$ cat config.mk
export PLATFORM = sky130hd
export DESIGN_NAME = run_controller
export DESIGN_NICKNAME = d
export VERILOG_FILES = /design/src/rtl/run_controller_pkg.sv /design/src/rtl/run_controller_button_conditioner.sv /design/src/rtl/run_controller.sv
export SDC_FILE = /design/constraint.sdc
export NUM_CORES = 1
export LEC_CHECK = 0
export ABC_AREA = 1
export CAP_MARGIN = 30
export CORE_ASPECT_RATIO = 1.25
export CORE_MARGIN = 2
export CORE_UTILIZATION = 60
export CTS_BUF_LIST = sky130_fd_sc_hd__clkbuf_8
export DETAILED_ROUTE_END_ITERATION = 10
export PLACE_DENSITY = 0.8
export SYNTH_ARGS = -nofsm -noshare
export SYNTH_HDL_FRONTEND = slang
export SYNTH_SLANG_ARGS = --single-unit
$ cat constraint.sdc
create_clock -name fpgaclock -period 1.9 [get_ports fpgaclock]
set_clock_uncertainty 0.15 [all_clocks]
set_input_delay 0.38 -clock fpgaclock [delete_from_list [all_inputs] [get_ports fpgaclock]]
set_output_delay 0.38 -clock fpgaclock [all_outputs]
set_load 0.05 [all_outputs]
$ cat src/rtl/run_controller_pkg.sv
// Shared state encoding and button indices for the run/pause/halt controller.
// The 2-bit state values are also what main's debug view decodes.
package run_controller_pkg;

    typedef enum logic [1:0] {
        READY  = 2'd0,
        BUSY   = 2'd1,
        PAUSED = 2'd2,
        HALTED = 2'd3
    } run_state_t;

    localparam int NUM_BUTTONS = 4;
    localparam int BTN_START   = 0;
    localparam int BTN_INT     = 1;
    localparam int BTN_CLR     = 2;
    localparam int BTN_STEP    = 3;

endpackage

$ cat src/rtl/run_controller_button_conditioner.sv
// Synchronises one raw push button, debounces it and emits a one-cycle
// registered pulse when the accepted level rises.
module button_conditioner #(
    parameter int DB_CYCLES = 16,
    parameter int DB_WIDTH  = 5
) (
    input  logic fpgaclock,
    input  logic reset,
    input  logic raw,
    output logic pulse
);

    localparam logic [DB_WIDTH-1:0] DB_LAST = DB_WIDTH'(DB_CYCLES - 1);

    logic                sync_a;
    logic                sync_b;
    logic                level;
    logic [DB_WIDTH-1:0] count;

    // count holds how many consecutive synchronised samples disagreed with level
    always_ff @(posedge fpgaclock) begin
        if (!reset) begin
            sync_a <= 1'b0;
            sync_b <= 1'b0;
            level  <= 1'b0;
            count  <= '0;
            pulse  <= 1'b0;
        end else begin
            sync_a <= raw;
            sync_b <= sync_a;
            pulse  <= 1'b0;
            if (sync_b == level) begin
                count <= '0;
            end else if (count == DB_LAST) begin
                level <= sync_b;
                count <= '0;
                pulse <= sync_b;
            end else begin
                count <= count + DB_WIDTH'(1);
            end
        end
    end

endmodule

$ cat src/rtl/run_controller.sv
// Run/pause/halt controller: conditions the four buttons and produces the
// clock-enable tick and clear pulse for main, plus a half-rate VGA enable.
module run_controller
    import run_controller_pkg::*;
#(
    parameter int DIV_WIDTH = 21,
    parameter int DB_CYCLES = 16,
    parameter int DB_WIDTH  = 5
) (
    input  logic       fpgaclock,
    input  logic       reset,
    input  logic       start,
    input  logic       interrupt,
    input  logic       clear,
    input  logic       step,
    input  logic       halted,
    output logic       tick_en,
    output logic       main_clr,
    output logic       vga_en,
    output logic       ready,
    output logic       busy,
    output logic       interrupted,
    output logic       stopped,
    output logic [1:0] debug_state
);

    logic [NUM_BUTTONS-1:0] raw_buttons;
    logic [NUM_BUTTONS-1:0] pulses;
    logic                   start_p;
    logic                   int_p;
    logic                   clr_p;
    logic                   step_p;

    run_state_t             state;
    run_state_t             state_next;
    logic [DIV_WIDTH-1:0]   divider;
    logic [DIV_WIDTH-1:0]   divider_next;
    logic                   vga_phase;

    assign raw_buttons[BTN_START] = start;
    assign raw_buttons[BTN_INT]   = interrupt;
    assign raw_buttons[BTN_CLR]   = clear;
    assign raw_buttons[BTN_STEP]  = step;

    for (genvar i = 0; i < NUM_BUTTONS; i++) begin : g_btn
        button_conditioner #(
            .DB_CYCLES(DB_CYCLES),
            .DB_WIDTH (DB_WIDTH)
        ) u_btn (
            .fpgaclock(fpgaclock),
            .reset    (reset),
            .raw      (raw_buttons[i]),
            .pulse    (pulses[i])
        );
    end

    assign start_p = pulses[BTN_START];
    assign int_p   = pulses[BTN_INT];
    assign clr_p   = pulses[BTN_CLR];
    assign step_p  = pulses[BTN_STEP];

    always_ff @(posedge fpgaclock) begin
        if (!reset) begin
            state     <= READY;
            divider   <= '0;
            vga_phase <= 1'b0;
        end else begin
            state     <= state_next;
            divider   <= divider_next;
            vga_phase <= ~vga_phase;
        end
    end

    // Priority within each state: clr_p > int_p > halted > step_p > start_p
    always_comb begin
        state_next   = state;
        divider_next = divider;
        tick_en      = 1'b0;
        main_clr     = 1'b0;
        case (state)
            READY: begin
                if (clr_p) begin
                    main_clr = 1'b1;
                end else if (start_p) begin
                    state_next   = BUSY;
                    divider_next = '0;
                end
            end
            BUSY: begin
                if (clr_p) begin
                    state_next = READY;
                    main_clr   = 1'b1;
                end else if (int_p) begin
                    state_next = PAUSED;
                end else if (halted) begin
                    state_next = HALTED;
                end else begin
                    divider_next = divider + DIV_WIDTH'(1);
                    tick_en      = &divider;
                end
            end
            PAUSED: begin
                if (clr_p) begin
                    state_next = READY;
                    main_clr   = 1'b1;
                end else if (int_p) begin
                    state_next = BUSY;
                end else if (!halted && step_p) begin
                    tick_en = 1'b1;
                end
            end
            HALTED: begin
                if (clr_p || start_p) begin
                    state_next = READY;
                    main_clr   = 1'b1;
                end
            end
            default: begin
                state_next = READY;
            end
        endcase
    end

    assign vga_en      = vga_phase;
    assign ready       = (state == READY);
    assign busy        = (state == BUSY);
    assign interrupted = (state == PAUSED);
    assign stopped     = (state == HALTED);
    assign debug_state = state;

endmodule
==> summary.log, run 1 <==
qor: status.status complete, but fails checks
qor: status.failing_checks negative setup slack
qor: critical_path.critical_path.reg2reg.startpoint debug_state[0]
qor: timing.setup_violations 1
qor: cts.ctsHoldBuffers 0
qor: synth.synth.largest_area_cell dfxtp_1
qor: synth.yosys.cell_types.count 31
qor: place.dp.final_hpwl 3.96 mm
qor: floorplanning.placeableCoreArea 4430 um^2
qor: drt.routedWlPerCell 11.9 um
qor: cells_and_area.flow.area_growth_from_synthesis 28.4%
qor: synth.synth_fp_nets 400
qor: grt.antenna_found_initial 0
qor: timing.unrepaired_setup_endpoints_after_global_routing yes
qor: power.irDropWorstVdd 572 uV
qor: synth.yosys.area.top_type_share 43.6%
qor: timing.min_period 2.25 ns
qor: grt.grt_usage 25.6%
qor: synth.synth.ff_latch_count 60
qor: place.dpl.cell_count 472
qor: timing.final_hold_viol_count 0
qor: power.finalPower 0.00239 W
qor: cts.numCtsBuffers 9
qor: timing.maxSlewViolCount 0
qor: power.combPwrFrac 3.0%
qor: cells_and_area.nets 449
qor: cells_and_area.fin_util 80.0%
qor: drt.vias_per_cell 5.07
qor: power.leakagePower 1.42 nW
qor: timing.timing.hold.ws 0.262 ns
qor: synth.yosys_warnings 0
qor: cts.clock_tree.root_cell clkbuf_8
qor: worst_hold_path.hp-start g_btn[2].u_btn.sync_a
qor: power.power_frac_seq 53.3%
qor: grt.grt_start_max_net_pins 21
qor: cts.cts_buffer_depth 2
qor: power.clockPowerShare 43.7%
qor: place.io_buffers 15
qor: cells_and_area.mostFrequentLayoutCell nand2_1
qor: cells_and_area.fillers 290
qor: floorplanning.die_h 79.8 um
qor: grt.via_count_of_the_first_global_routing_pass 2324
qor: critical_path.arrival 1.72 ns
qor: timing.fmax 444 MHz
qor: timing.relSlewSlack 76.5%
qor: drt.detail_route.drc_violations 0
qor: critical_path.crit_path_end_kind primary output
qor: synth.synth_top_cells_by_area dfxtp_1 44%, nand2_1 12%, nor2_1 9.5%, inv_1 7.2%, ha_1 5.9%
qor: drt.detailroute.via_count 2482
qor: floorplanning.die-width 64.6 um
qor: critical_path.crit_fanout 2
qor: cts.h_tree_depth 3
qor: power.p_per_area 675 nW/um^2
qor: cells_and_area.drive_gt1_share 20.1%
qor: grt.globalRoute.totalOverflow 0
qor: cts.clock_insertion_delay_worst_skew 0.34 ns
qor: cells_and_area.finish.cell_count_without_fillers 490
qor: worst_hold_path.holdCritPathClass flip-flop to flip-flop
qor: timing.worst_pin_slew 0.350 ns
qor: drt.dr.first_iter.drc_count 139
qor: power.p_int 0.00187 W
qor: cells_and_area.most-common-layout-cells 83 x nand2_1, 67 x nor2_1, 54 x dfxtp_1, 53 x inv_1, 29 x buf_4
qor: power.switchingPower 0.000515 W
qor: floorplanning.initial_cell_density_of_the_core 62.3%
qor: timing.timing.final.crit_share 119%
qor: floorplanning.floorplan.rows 27
qor: timing.worst_slack -0.352 ns
qor: flow_run.timing.max_cap.violations 0
qor: synth.synth_enable_flop_cells 0
qor: cts.register_clock_pin_slew_on_the_reported_worst_setup_and_hold_paths 0.06 ns
qor: synth.postSynth.topFlopCell dfxtp_1
qor: critical_path.critical_path_required 1.37 ns
qor: timing.setup_total_negative_slack -0.352 ns
qor: synth.syn-instance-count 380
qor: drt.wl 5.85 mm
qor: power.netSwitchingFraction 21.5%
qor: cts.clock-sinks 60
qor: drt.detail-route-antenna-nets 0
qor: synth.syn-cell-area 2760 um^2
qor: grt.first_pass_grt_wire_length 10.1 mm
qor: cells_and_area.antenna_cells 0
qor: synth.synth_seq_area_share 43.6%
qor: floorplanning.die_area 5160 um^2
qor: floorplanning.io-pin-count 16
qor: drt.drt-pass1-iter-count 7
qor: place.place.gp.congestion 0.822
qor: synth.post_synth.cell_area_avg 7.25 um^2
qor: critical_path.startpoint divider[1]
qor: critical_path.timing_worst_setup_path_type flip-flop to primary output
qor: cts.clock_tree_from_tritoncts done
qor: synth.synth-async-reset-ratio 0%
qor: critical_path.startpoint_type flip-flop
-- cells by family (layout without fill, tap and decap cells) --
kind of cell | count (synthesis) | in the layout | synth area share (%)
AND/OR/NAND/NOR | 210 | 210 | 33.4
buffers and inverters | 61 | 113 | 9.31
adder cells (fa/ha/maj) | 13 | 13 | 5.90
AO/OA/AOI/OAI | 33 | 33 | 6.85
flip-flops | 60 | 60 | 43.6
XOR/XNOR | 3 | 3 | 0.953
-- final cells by class --
| class | count | area [um^2] | area share [%] |
|---|---|---|---|
| well taps | 58 | 72.6 | 2.05 |
| clock buffers | 9 | 124 | 3.50 |
| inverters | 55 | 211 | 5.98 |
| repair buffers | 44 | 449 | 12.7 |
| clock inverters | 5 | 47.5 | 1.34 |
| multi-input cells | 259 | 1420 | 40.1 |
| flip-flops and latches | 60 | 1210 | 34.3 |
-- synth_stat cells, drive strengths merged (3+ instances only) --
| library cell | n |
|---|---|
| nand3 | 28 |
| inv | 55 |
| nor2 | 74 |
| nor3 | 4 |
| nand3b | 4 |
| a21oi | 21 |
| ha | 13 |
| o21ai | 7 |
| dfxtp | 60 |
| buf | 6 |
| nand4 | 7 |
| nor3b | 3 |
| nand2 | 89 |
| xor2 | 3 |
-- path summary, 6_finish.rpt --
check / end / slack (ns) / cells after the start
hold / removal: g_btn[2].u_btn.sync_b / 0.26 / 2
hold reg to reg: g_btn[2].u_btn.sync_b / 0.26 / 2
setup / recovery: tick_en / -0.35 / 8
setup reg to reg: divider[10] / 0.14 / 11
-- routing by layer --
layer,GRT usage (%),up-vias,routed length [um]
met5,0,-,0
met4,11.3,0,99
met3,7.33,10,300
met2,43.9,67,2970
met1,29.5,1118,2480
li1,-,1287,-
-- critical path, stage by stage (launching register included) --
cell      delay [ns]
dfxtp_2         0.35
ha_4            0.15
nand2_4         0.06
nor2_4          0.10
nand2_2         0.08
nor2_4          0.12
nand4_1         0.15
a21boi_4        0.22
buf_12          0.15
-- state kept, by name, indices dropped and copies added, names as in the netlist --
| name | cells |
|---|---|
| g_btn.u_btn.sync_b | 4 |
| g_btn.u_btn.sync_a | 4 |
| debug_state | 2 |
| g_btn.u_btn.count | 20 |
| g_btn.u_btn.level | 4 |
| divider | 21 |
| vga_en | 1 |
| g_btn.u_btn.pulse | 4 |
-- stage by stage --
step	area (um^2)	setup slack (ns)
3_5_place_dp	3270	-0.267
3_3_place_gp	3270	-0.234
4_1_cts	3480	-0.360
5_1_grt	3540	-0.448
6_report	3540	-0.352
2_1_floorplan	2840	-0.143
-- power by group through the flow --
stage	sequential, W	clock, W	combinational [W]
final	0.00127	0.00104	0.0000710
after global routing	0.00127	0.00112	0.0000787
after CTS	0.00127	0.00105	0.0000716
after detailed placement	0.00130	0	0.0000711
after global placement	0.00130	0	0.0000691
after floorplan	0.00131	0	0.0000341
-- repair_timing --
action	CTS	global route
endpoints found under the setup margin	2	7
pin swaps	6	6
resized for setup	9	10
setup buffers	1	3
endpoints found under the hold margin	0	0
Note: power is estimated with default switching activity, not from simulation.
==> run 2: changes to the inputs <==
--- a/config.mk
+++ b/config.mk
@@ -7,12 +7,14 @@
 export LEC_CHECK = 0
 export ABC_AREA = 1
 export CAP_MARGIN = 30
+export CELL_PAD_IN_SITES_DETAIL_PLACEMENT = 1
+export CELL_PAD_IN_SITES_GLOBAL_PLACEMENT = 1
 export CORE_ASPECT_RATIO = 1.25
 export CORE_MARGIN = 2
-export CORE_UTILIZATION = 60
+export CORE_UTILIZATION = 45
 export CTS_BUF_LIST = sky130_fd_sc_hd__clkbuf_8
 export DETAILED_ROUTE_END_ITERATION = 10
-export PLACE_DENSITY = 0.8
+export PLACE_DENSITY_LB_ADDON = 0.1
 export SYNTH_ARGS = -nofsm -noshare
 export SYNTH_HDL_FRONTEND = slang
 export SYNTH_SLANG_ARGS = --single-unit
==> run 2 against run 1 <==
Against the previous run: the run still ends with negative setup slack left; count of clock-buffer cells in the layout is 2 higher; worst setup slack got worse by 0.014 ns; core utilization down 19 points; largest power group unchanged; combinational power up 3.0%; via count increased by 1.7%.
==> summary.log, run 2 (synthesized netlist as in run 1, its figures left out) <==
qor: status.status complete, but fails checks [unchanged]
qor: status.failing_checks negative setup slack [unchanged]
qor: critical_path.worst-path-buf-inv 1 [unchanged]
qor: worst_hold_path.hp-start g_btn[1].u_btn.sync_a [was g_btn[2].u_btn.sync_a]
qor: timing.relSlewSlack 77.9% [was 76.5%]
qor: cells_and_area.drive_gt1_share 19.5% [was 20.1%]
qor: drt.detail_route.drc_violations 0 [unchanged]
qor: timing.timing.final.crit_share 119% [about the same]
qor: floorplanning.die_area 6770 um^2 [was 5160 um^2]
qor: cells_and_area.most-common-layout-cells 84 x nand2_1, 68 x nor2_1, 55 x dfxtp_1, 51 x inv_1, 29 x buf_4 [was 83 x nand2_1, 67 x nor2_1, 54 x dfxtp_1, 53 x inv_1, 29 x buf_4]
qor: cells_and_area.mostFrequentLayoutCell nand2_1 [unchanged]
qor: cts.register_clock_pin_slew_on_the_reported_worst_setup_and_hold_paths 0.06 ns [about the same]
qor: critical_path.timing.critical_path.max_delay_family simple AND/OR/NAND/NOR gates [unchanged]
qor: drt.dr.first_iter.drc_count 82 [was 139]
qor: place.dp.final_hpwl 4.75 mm [was 3.96 mm]
qor: grt.globalRoute.totalOverflow 0 [unchanged]
qor: critical_path.critPathMostFrequentCell nor2_2 [was nor2_4]
qor: cts.numCtsBuffers 9 [unchanged]
qor: critical_path.startpoint divider[0] [was divider[1]]
qor: grt.antenna_found_initial 0 [unchanged]
qor: cts.ctsHoldBuffers 0 [unchanged]
qor: critical_path.critical_path_required 1.37 ns [about the same]
qor: cells_and_area.layout_top_registers divider (21), g_btn.u_btn.count (20) [unchanged]
qor: cells_and_area.fin_util 60.6% [was 80.0%]
qor: cts.clock_insertion_delay_worst_skew 0.33 ns [was 0.34 ns]
qor: place.place.gp.congestion 0.788 [was 0.822]
qor: critical_path.worst_path_largest_cell_delay 0.36 ns [was 0.35 ns]
qor: worst_hold_path.holdCritPathClass flip-flop to flip-flop [unchanged]
qor: drt.vias_per_cell 4.93 [was 5.07]
qor: critical_path.timing_worst_setup_path_type flip-flop to primary output [unchanged]
qor: cts.clock-sinks 60 [unchanged]
qor: grt.grt_start_max_net_pins 23 [was 21]
qor: critical_path.startpoint_type flip-flop [unchanged]
qor: timing.setup_total_negative_slack -0.366 ns [was -0.352 ns]
qor: floorplanning.die_h 91.5 um [was 79.8 um]
qor: cells_and_area.flow.area_growth_from_synthesis 28.7% [was 28.4%]
qor: power.p_per_area 696 nW/um^2 [was 675 nW/um^2]
qor: drt.drt-pass1-iter-count 4 [was 7]
qor: timing.maxSlewViolCount 0 [unchanged]
qor: place.dp_slack -0.258 ns [was -0.267 ns]
qor: timing.unrepaired_setup_endpoints_after_global_routing yes [unchanged]
qor: drt.routedWlPerCell 12.9 um [was 11.9 um]
qor: critical_path.arrival 1.74 ns [was 1.72 ns]
qor: cts.clock_tree.root_cell clkbuf_8 [unchanged]
qor: place.io_buffers 15 [unchanged]
qor: drt.wl 6.60 mm [was 5.85 mm]
qor: power.irDropWorstVdd 444 uV [was 572 uV]
qor: cts.h_tree_depth 3 [unchanged]
qor: floorplanning.floorplan.rows 31 [was 27]
qor: drt.detail-route-antenna-nets 0 [unchanged]
qor: cells_and_area.finalInstanceArea 3550 um^2 [was 3540 um^2]
qor: grt.first_pass_grt_wire_length 11.2 mm [was 10.1 mm]
qor: cts.cts_buffer_depth 2 [unchanged]
qor: critical_path.crit_path_cell_trace ha_4 -> nand2_2 -> nor2_2 -> nand2_1 -> nor2_2 -> nand4_1 -> a21boi_4 -> buf_12 [was ha_4 -> nand2_4 -> nor2_4 -> nand2_2 -> nor2_4 -> nand4_1 -> a21boi_4 -> buf_12]
qor: power.finalPower 0.00247 W [was 0.00239 W]
qor: floorplanning.placeableCoreArea 5860 um^2 [was 4430 um^2]
qor: critical_path.crit_fanout 2 [unchanged]
qor: flow_run.timing.max_cap.violations 0 [unchanged]
qor: timing.min_period 2.27 ns [was 2.25 ns]
qor: timing.setup_violations 1 [unchanged]
qor: drt.detailroute.via_count 2525 [was 2482]
qor: cells_and_area.largest_register divider [unchanged]
qor: cells_and_area.antenna_cells 0 [unchanged]
qor: grt.via_count_of_the_first_global_routing_pass 2657 [was 2324]
qor: timing.fmax 441 MHz [was 444 MHz]
qor: grt.grt_usage 21.4% [was 25.6%]
qor: timing.worst_slack -0.366 ns [was -0.352 ns]
qor: timing.final_hold_viol_count 0 [unchanged]
qor: floorplanning.die-width 74 um [was 64.6 um]
qor: cells_and_area.fillers 728 [was 290]
qor: power.leakagePower 1.40 nW [was 1.42 nW]
qor: floorplanning.io-pin-count 16 [unchanged]
qor: critical_path.crit_path_end_kind primary output [unchanged]
qor: floorplanning.initial_cell_density_of_the_core 47.1% [was 62.3%]
qor: cells_and_area.nets 447 [was 449]
qor: cts.clock_tree_from_tritoncts done [unchanged]
qor: place.dpl-instance-area 3300 um^2 [was 3270 um^2]
qor: critical_path.timing.critical_path.slowest_stage_cell dfxtp_2 [unchanged]
qor: critical_path.critical_path.reg2reg.startpoint debug_state[1] [was debug_state[0]]
qor: timing.worst_pin_slew 0.330 ns [was 0.350 ns]
qor: cells_and_area.largest_reg_flops 21 [unchanged]
-- run 2: changes by cell type in the layout (fill, tap and decap cells not counted), sizes merged --
cell	delta
inv	-1
buf	-2
clkinv	-1
clkbuf	+2
-- run 2: worst paths after layout --
kind / end / slack [ns] / depth (start not counted)
setup / recovery: tick_en / -0.37 / 8
hold / removal: g_btn[1].u_btn.sync_b / 0.27 / 2
setup reg to reg: divider[10] / 0.15 / 11
hold reg to reg: g_btn[1].u_btn.sync_b / 0.27 / 2
-- run 2: what timing repair did --
action                                  CTS  global route
endpoints found under the setup margin    2            22
gates resized for setup                   8             8
pin swaps                                 4             0
hold endpoints to repair                  0             0
buffers inserted                          1             0
-- run 2: tightest hold or removal path, stage by stage, from the launching register on --
cell and delay (ns):
dfxtp_1 0.30, nand2_1 0.05, inv_1 0.04
-- run 2: area by class of cell --
type / instances / area (um^2) / share of cell area (%)
multi-input cells: 259 / 1410 / 39.8
clock inverters: 3 / 38.8 / 1.09
flip-flops and latches: 60 / 1210 / 34.2
inverters: 55 / 214 / 6.03
well taps: 82 / 103 / 2.89
repair buffers: 42 / 418 / 11.8
clock buffers: 11 / 151 / 4.27
-- run 2: per-stage QoR --
stage / hold WS (ns) / cells
final: 0.268 / 512
after global routing: 0.283 / 512
after CTS: 0.271 / 512
after detailed placement: 0.258 / 497
after global placement: 0.243 / 497
after floorplan: 0.240 / 380
-- run 2: where the power goes --
part           switching (W)  leakage [nW]  internal [W]
Clock               0.000468         0.102      0.000656
Combinational      0.0000431         0.805     0.0000301
Sequential        0.00000641         0.489       0.00127
Total               0.000517          1.40       0.00195
-- run 2: layer usage --
layer	up-vias	global-route usage [%]	wire, um
met2	20	41.5	3660
met1	1208	21.2	2690
li1	1288	-	-
met3	9	3.33	124
met5	-	0	0
met4	0	9.55	125
==> run 3: changes to the inputs <==
--- a/config.mk
+++ b/config.mk
@@ -17,4 +17,5 @@
 export PLACE_DENSITY_LB_ADDON = 0.1
 export SYNTH_ARGS = -nofsm -noshare
 export SYNTH_HDL_FRONTEND = slang
+export SYNTH_HIERARCHICAL = 1
 export SYNTH_SLANG_ARGS = --single-unit
==> run 3 against run 2 <==
Against the previous run: sequential power is essentially flat; the run still ends with negative setup slack left; area after synthesis grew 1.3%; register-to-register slack lost 0.11 ns; maximum frequency grew 2.3%; critical path depth grew 1; global-route usage grew 1.9 points.
==> summary.log, run 3 <==
qor: status.status complete, but fails checks [unchanged]
qor: status.failing_checks negative setup slack [unchanged]
qor: timing.unrepaired_setup_endpoints_after_global_routing yes [unchanged]
qor: timing.fmax 452 MHz [was 441 MHz]
qor: timing.relSlewSlack 71.0% [was 77.9%]
qor: grt.grt_usage 23.3% [was 21.4%]
qor: drt.dr.first_iter.drc_count 72 [was 82]
qor: cells_and_area.nets 469 [was 447]
qor: floorplanning.die_h 92.1 um [was 91.5 um]
qor: cts.clock-sinks 60 [unchanged]
qor: cts.clock_tree_from_tritoncts done [unchanged]
qor: synth.synth_top_cells_by_area dfxtp_1 43%, nand2_1 14%, nor2_1 10%, inv_1 8.1%, ha_1 5.8% [was dfxtp_1 44%, nand2_1 12%, nor2_1 9.5%, inv_1 7.2%, ha_1 5.9%]
qor: drt.detailroute.via_count 2666 [was 2525]
qor: cells_and_area.most-common-layout-cells 97 x nand2_1, 72 x nor2_1, 57 x inv_1, 54 x dfxtp_1, 32 x buf_4 [was 84 x nand2_1, 68 x nor2_1, 55 x dfxtp_1, 51 x inv_1, 29 x buf_4]
qor: timing.worst_slack -0.314 ns [was -0.366 ns]
qor: timing.maxSlewViolCount 0 [unchanged]
qor: synth.synthTopCellsByCount 103 x nand2_1, 78 x nor2_1, 60 x dfxtp_1, 60 x inv_1, 23 x nand3_1 [was 86 x nand2_1, 70 x nor2_1, 60 x dfxtp_1]
qor: grt.via_count_of_the_first_global_routing_pass 2798 [was 2657]
qor: synth.synth_most_common_cell nand2_1 [unchanged]
qor: cells_and_area.fillers 777 [was 728]
qor: critical_path.arrival 1.68 ns [was 1.74 ns]
qor: critical_path.critical_path_required 1.37 ns [about the same]
qor: synth.synth-compound-area-share 5.73% [was 6.85%]
qor: cells_and_area.largest_register divider [unchanged]
qor: timing.min_period 2.21 ns [was 2.27 ns]
qor: place.dp.final_hpwl 4.77 mm [was 4.75 mm]
qor: critical_path.critical_path.reg2reg.startpoint debug_state[1] [unchanged]
qor: critical_path.crit_path_end_kind primary output [unchanged]
qor: cells_and_area.multi_input_comb_area 1460 um^2 [was 1410 um^2]
qor: synth.synth_simple_gate_area_share 34.5% [was 33.4%]
qor: drt.vias_per_cell 4.95 [was 4.93]
qor: cells_and_area.fin_util 61.1% [was 60.6%]
qor: drt.dr.max_layer_used met4 [unchanged]
qor: synth.yosys.cell_types.count 22 [was 31]
qor: power.irDropWorstVdd 529 uV [was 444 uV]
qor: critical_path.crit_fanout 5 [was 2]
qor: critical_path.startpoint_type flip-flop [unchanged]
qor: cts.h_tree_depth 3 [unchanged]
qor: synth.postSynth.topFlopCell dfxtp_1 [unchanged]
qor: floorplanning.die-width 74.5 um [was 74 um]
qor: floorplanning.io-pin-count 16 [unchanged]
qor: power.p_per_area 749 nW/um^2 [was 696 nW/um^2]
qor: floorplanning.floorplan.rows 32 [was 31]
qor: drt.drt-pass1-iter-count 4 [unchanged]
qor: critical_path.endpoint tick_en [unchanged]
qor: timing.timing.final.crit_share 117% [was 119%]
qor: cells_and_area.flow.area_growth_from_synthesis 33.1% [was 28.7%]
qor: power.leakagePower 1.51 nW [was 1.40 nW]
qor: drt.routedWlPerCell 13.6 um [was 12.9 um]
qor: timing.final_hold_viol_count 0 [unchanged]
qor: place.dpl-instance-area 3290 um^2 [was 3300 um^2]
qor: synth.syn-instance-count 396 [was 380]
qor: synth.yosys.area.top_type_share 43.0% [was 43.6%]
qor: place.io_buffers 15 [unchanged]
qor: synth.yosys_warnings 6 [was 0]
qor: synth.synth.ff_latch_count 60 [unchanged]
qor: timing.worst_pin_slew 0.435 ns [was 0.330 ns]
qor: cts.clock_tree.root_cell clkbuf_8 [unchanged]
qor: grt.antenna_found_initial 0 [unchanged]
qor: critical_path.worst_r2r_path_cells 12 [was 11]
qor: timing.setup_violations 1 [unchanged]
qor: critical_path.startpoint debug_state[1] [was divider[0]]
qor: critical_path.crit-reg2reg-capture divider[14] [was divider[10]]
qor: cells_and_area.drive_gt1_share 22.5% [was 19.5%]
qor: synth.synth-async-reset-ratio 0% [unchanged]
qor: grt.grt_start_max_net_pins 26 [was 23]
qor: drt.detail-route-antenna-nets 0 [unchanged]
qor: synth.synth_seq_area_share 43.0% [was 43.6%]
qor: critical_path.timing_worst_setup_path_type flip-flop to primary output [unchanged]
qor: cts.clock_insertion_delay_worst_skew 0.34 ns [was 0.33 ns]
qor: grt.globalRoute.totalOverflow 0 [unchanged]
qor: cells_and_area.finalInstanceArea 3720 um^2 [was 3550 um^2]
qor: cells_and_area.mostFrequentLayoutCell nand2_1 [unchanged]
qor: synth.synth_mux_area_share 0% [unchanged]
qor: worst_hold_path.holdCritPathClass flip-flop to flip-flop [unchanged]
qor: cells_and_area.register_area 1210 um^2 [about the same]
qor: cells_and_area.layout_top_registers divider (21), g_btn.u_btn/count (20) [was divider (21), g_btn.u_btn.count (20)]
qor: cts.cts_buffer_depth 2 [unchanged]
qor: cells_and_area.largest_reg_flops 21 [unchanged]
qor: synth.syn-cell-area 2790 um^2 [was 2760 um^2]
qor: synth.synth.largest_area_cell dfxtp_1 [unchanged]
qor: synth.synth_enable_flop_cells 0 [unchanged]
qor: drt.detail_route.drc_violations 0 [unchanged]
qor: floorplanning.die_area 6860 um^2 [was 6770 um^2]
qor: drt.drt-met1-wl 2.88 mm [was 2.69 mm]
qor: synth.post_synth_xor_area_fraction 1.25% [was 0.953%]
qor: critical_path.reg2reg_setup_slack 0.04 ns [was 0.15 ns]
qor: cells_and_area.antenna_cells 0 [unchanged]
qor: place.place.gp.congestion 0.769 [was 0.788]
qor: synth.synth_fp_nets 416 [was 400]
qor: synth.post_synth.cell_area_avg 7.05 um^2 [was 7.25 um^2]
qor: drt.dr_wl_met2 4.06 mm [was 3.66 mm]
qor: cts.register_clock_pin_slew_on_the_reported_worst_setup_and_hold_paths 0.07 ns [was 0.06 ns]
qor: floorplanning.placeableCoreArea 6090 um^2 [was 5860 um^2]
qor: synth.synth-adder-area-share 5.82% [was 5.90%]
qor: drt.met3_wire_len 207 um [was 124 um]
qor: synth.main_combinational_cell_family_by_area_after_synthesis simple AND/OR/NAND/NOR gates [unchanged]
qor: cts.ctsHoldBuffers 0 [unchanged]
qor: grt.first_pass_grt_wire_length 12.2 mm [was 11.2 mm]
qor: floorplanning.initial_cell_density_of_the_core 45.9% [was 47.1%]
qor: flow_run.timing.max_cap.violations 0 [unchanged]
qor: cts.numCtsBuffers 9 [unchanged]
qor: drt.wl 7.35 mm [was 6.60 mm]
-- run 3: cell count changes after synthesis, moves of 5 or more --
cell,delta
inv_1,+7
a21oi_1,-6
nand2_1,+17
nor2_1,+8
o21ai_0,-5
-- run 3: critical path: stages (launching register included) --
cell	delay [ns]
dfxtp_4	0.38
inv_4	0.07
ha_4	0.13
inv_2	0.05
nor2_2	0.09
nand2_2	0.07
nor2_2	0.14
nand2_2	0.08
a21boi_4	0.17
buf_12	0.15
-- run 3: per-stage QoR --
stage               total power [W]  cells  setup WS [ns]  hold slack, ns  setup TNS, ns
floorplan                   0.00134    396         -0.160           0.240         -0.224
global placement            0.00137    515         -0.134           0.244         -0.241
detailed placement          0.00137    515         -0.145           0.256         -0.902
CTS                         0.00282    533         -0.262           0.277         -0.262
global route                0.00289    539         -0.389           0.296          -1.19
finish                      0.00278    539         -0.314           0.273         -0.314
-- run 3: logic make-up after synthesis --
| group | after synthesis |
|---|---|
| AO/OA/AOI/OAI | 26 |
| XOR/XNOR | 4 |
| adder cells (fa/ha/maj) | 13 |
| buffers and inverters | 65 |
| flip-flops | 60 |
| AND/OR/NAND/NOR | 228 |
-- run 3: worst min-delay path by stage --
| stage | startpoint | end | slack [ns] | cells past startpoint |
|---|---|---|---|---|
| after global placement | g_btn[1].u_btn/sync_a | g_btn[1].u_btn/sync_b | 0.24 | 2 |
| after floorplan | g_btn[0].u_btn/sync_a | g_btn[0].u_btn/sync_b | 0.24 | 2 |
| after CTS | vga_en | vga_en | 0.28 | 1 |
| after global routing | vga_en | vga_en | 0.30 | 1 |
| final | vga_en | vga_en | 0.27 | 1 |
| after detailed placement | g_btn[0].u_btn/sync_a | g_btn[0].u_btn/sync_b | 0.26 | 2 |
-- run 3: metal layers --
layer / GRT usage, % / vias up
met5: 0 / -
met4: 10.1 / 0
met3: 7.91 / 21
met2: 41.6 / 33
met1: 24.0 / 1281
li1: - / 1331
-- run 3: final cells by class --
cell class                 count  area share, %
inverter                      62           6.60
timing repair buffer          45           11.9
clock buffer                  11           4.07
multi-input combinational    271           39.3
clock inverter                 5           2.66
tap                           85           2.86
sequential                    60           32.7
-- run 3: what timing repair did --
item,4_1_cts,5_1_grt
endpoints found under the setup margin,1,3
resized for setup,17,19
gates cloned,0,0
setup buffers,2,6
pin swaps,6,11
-- run 3: power breakdown --
part | switching, W | total, W | internal [W]
clock | 0.000500 | 0.00144 | 0.000936
combinational | 0.0000441 | 0.0000733 | 0.0000292
sequential | 0.00000800 | 0.00127 | 0.00127
total | 0.000552 | 0.00278 | 0.00223
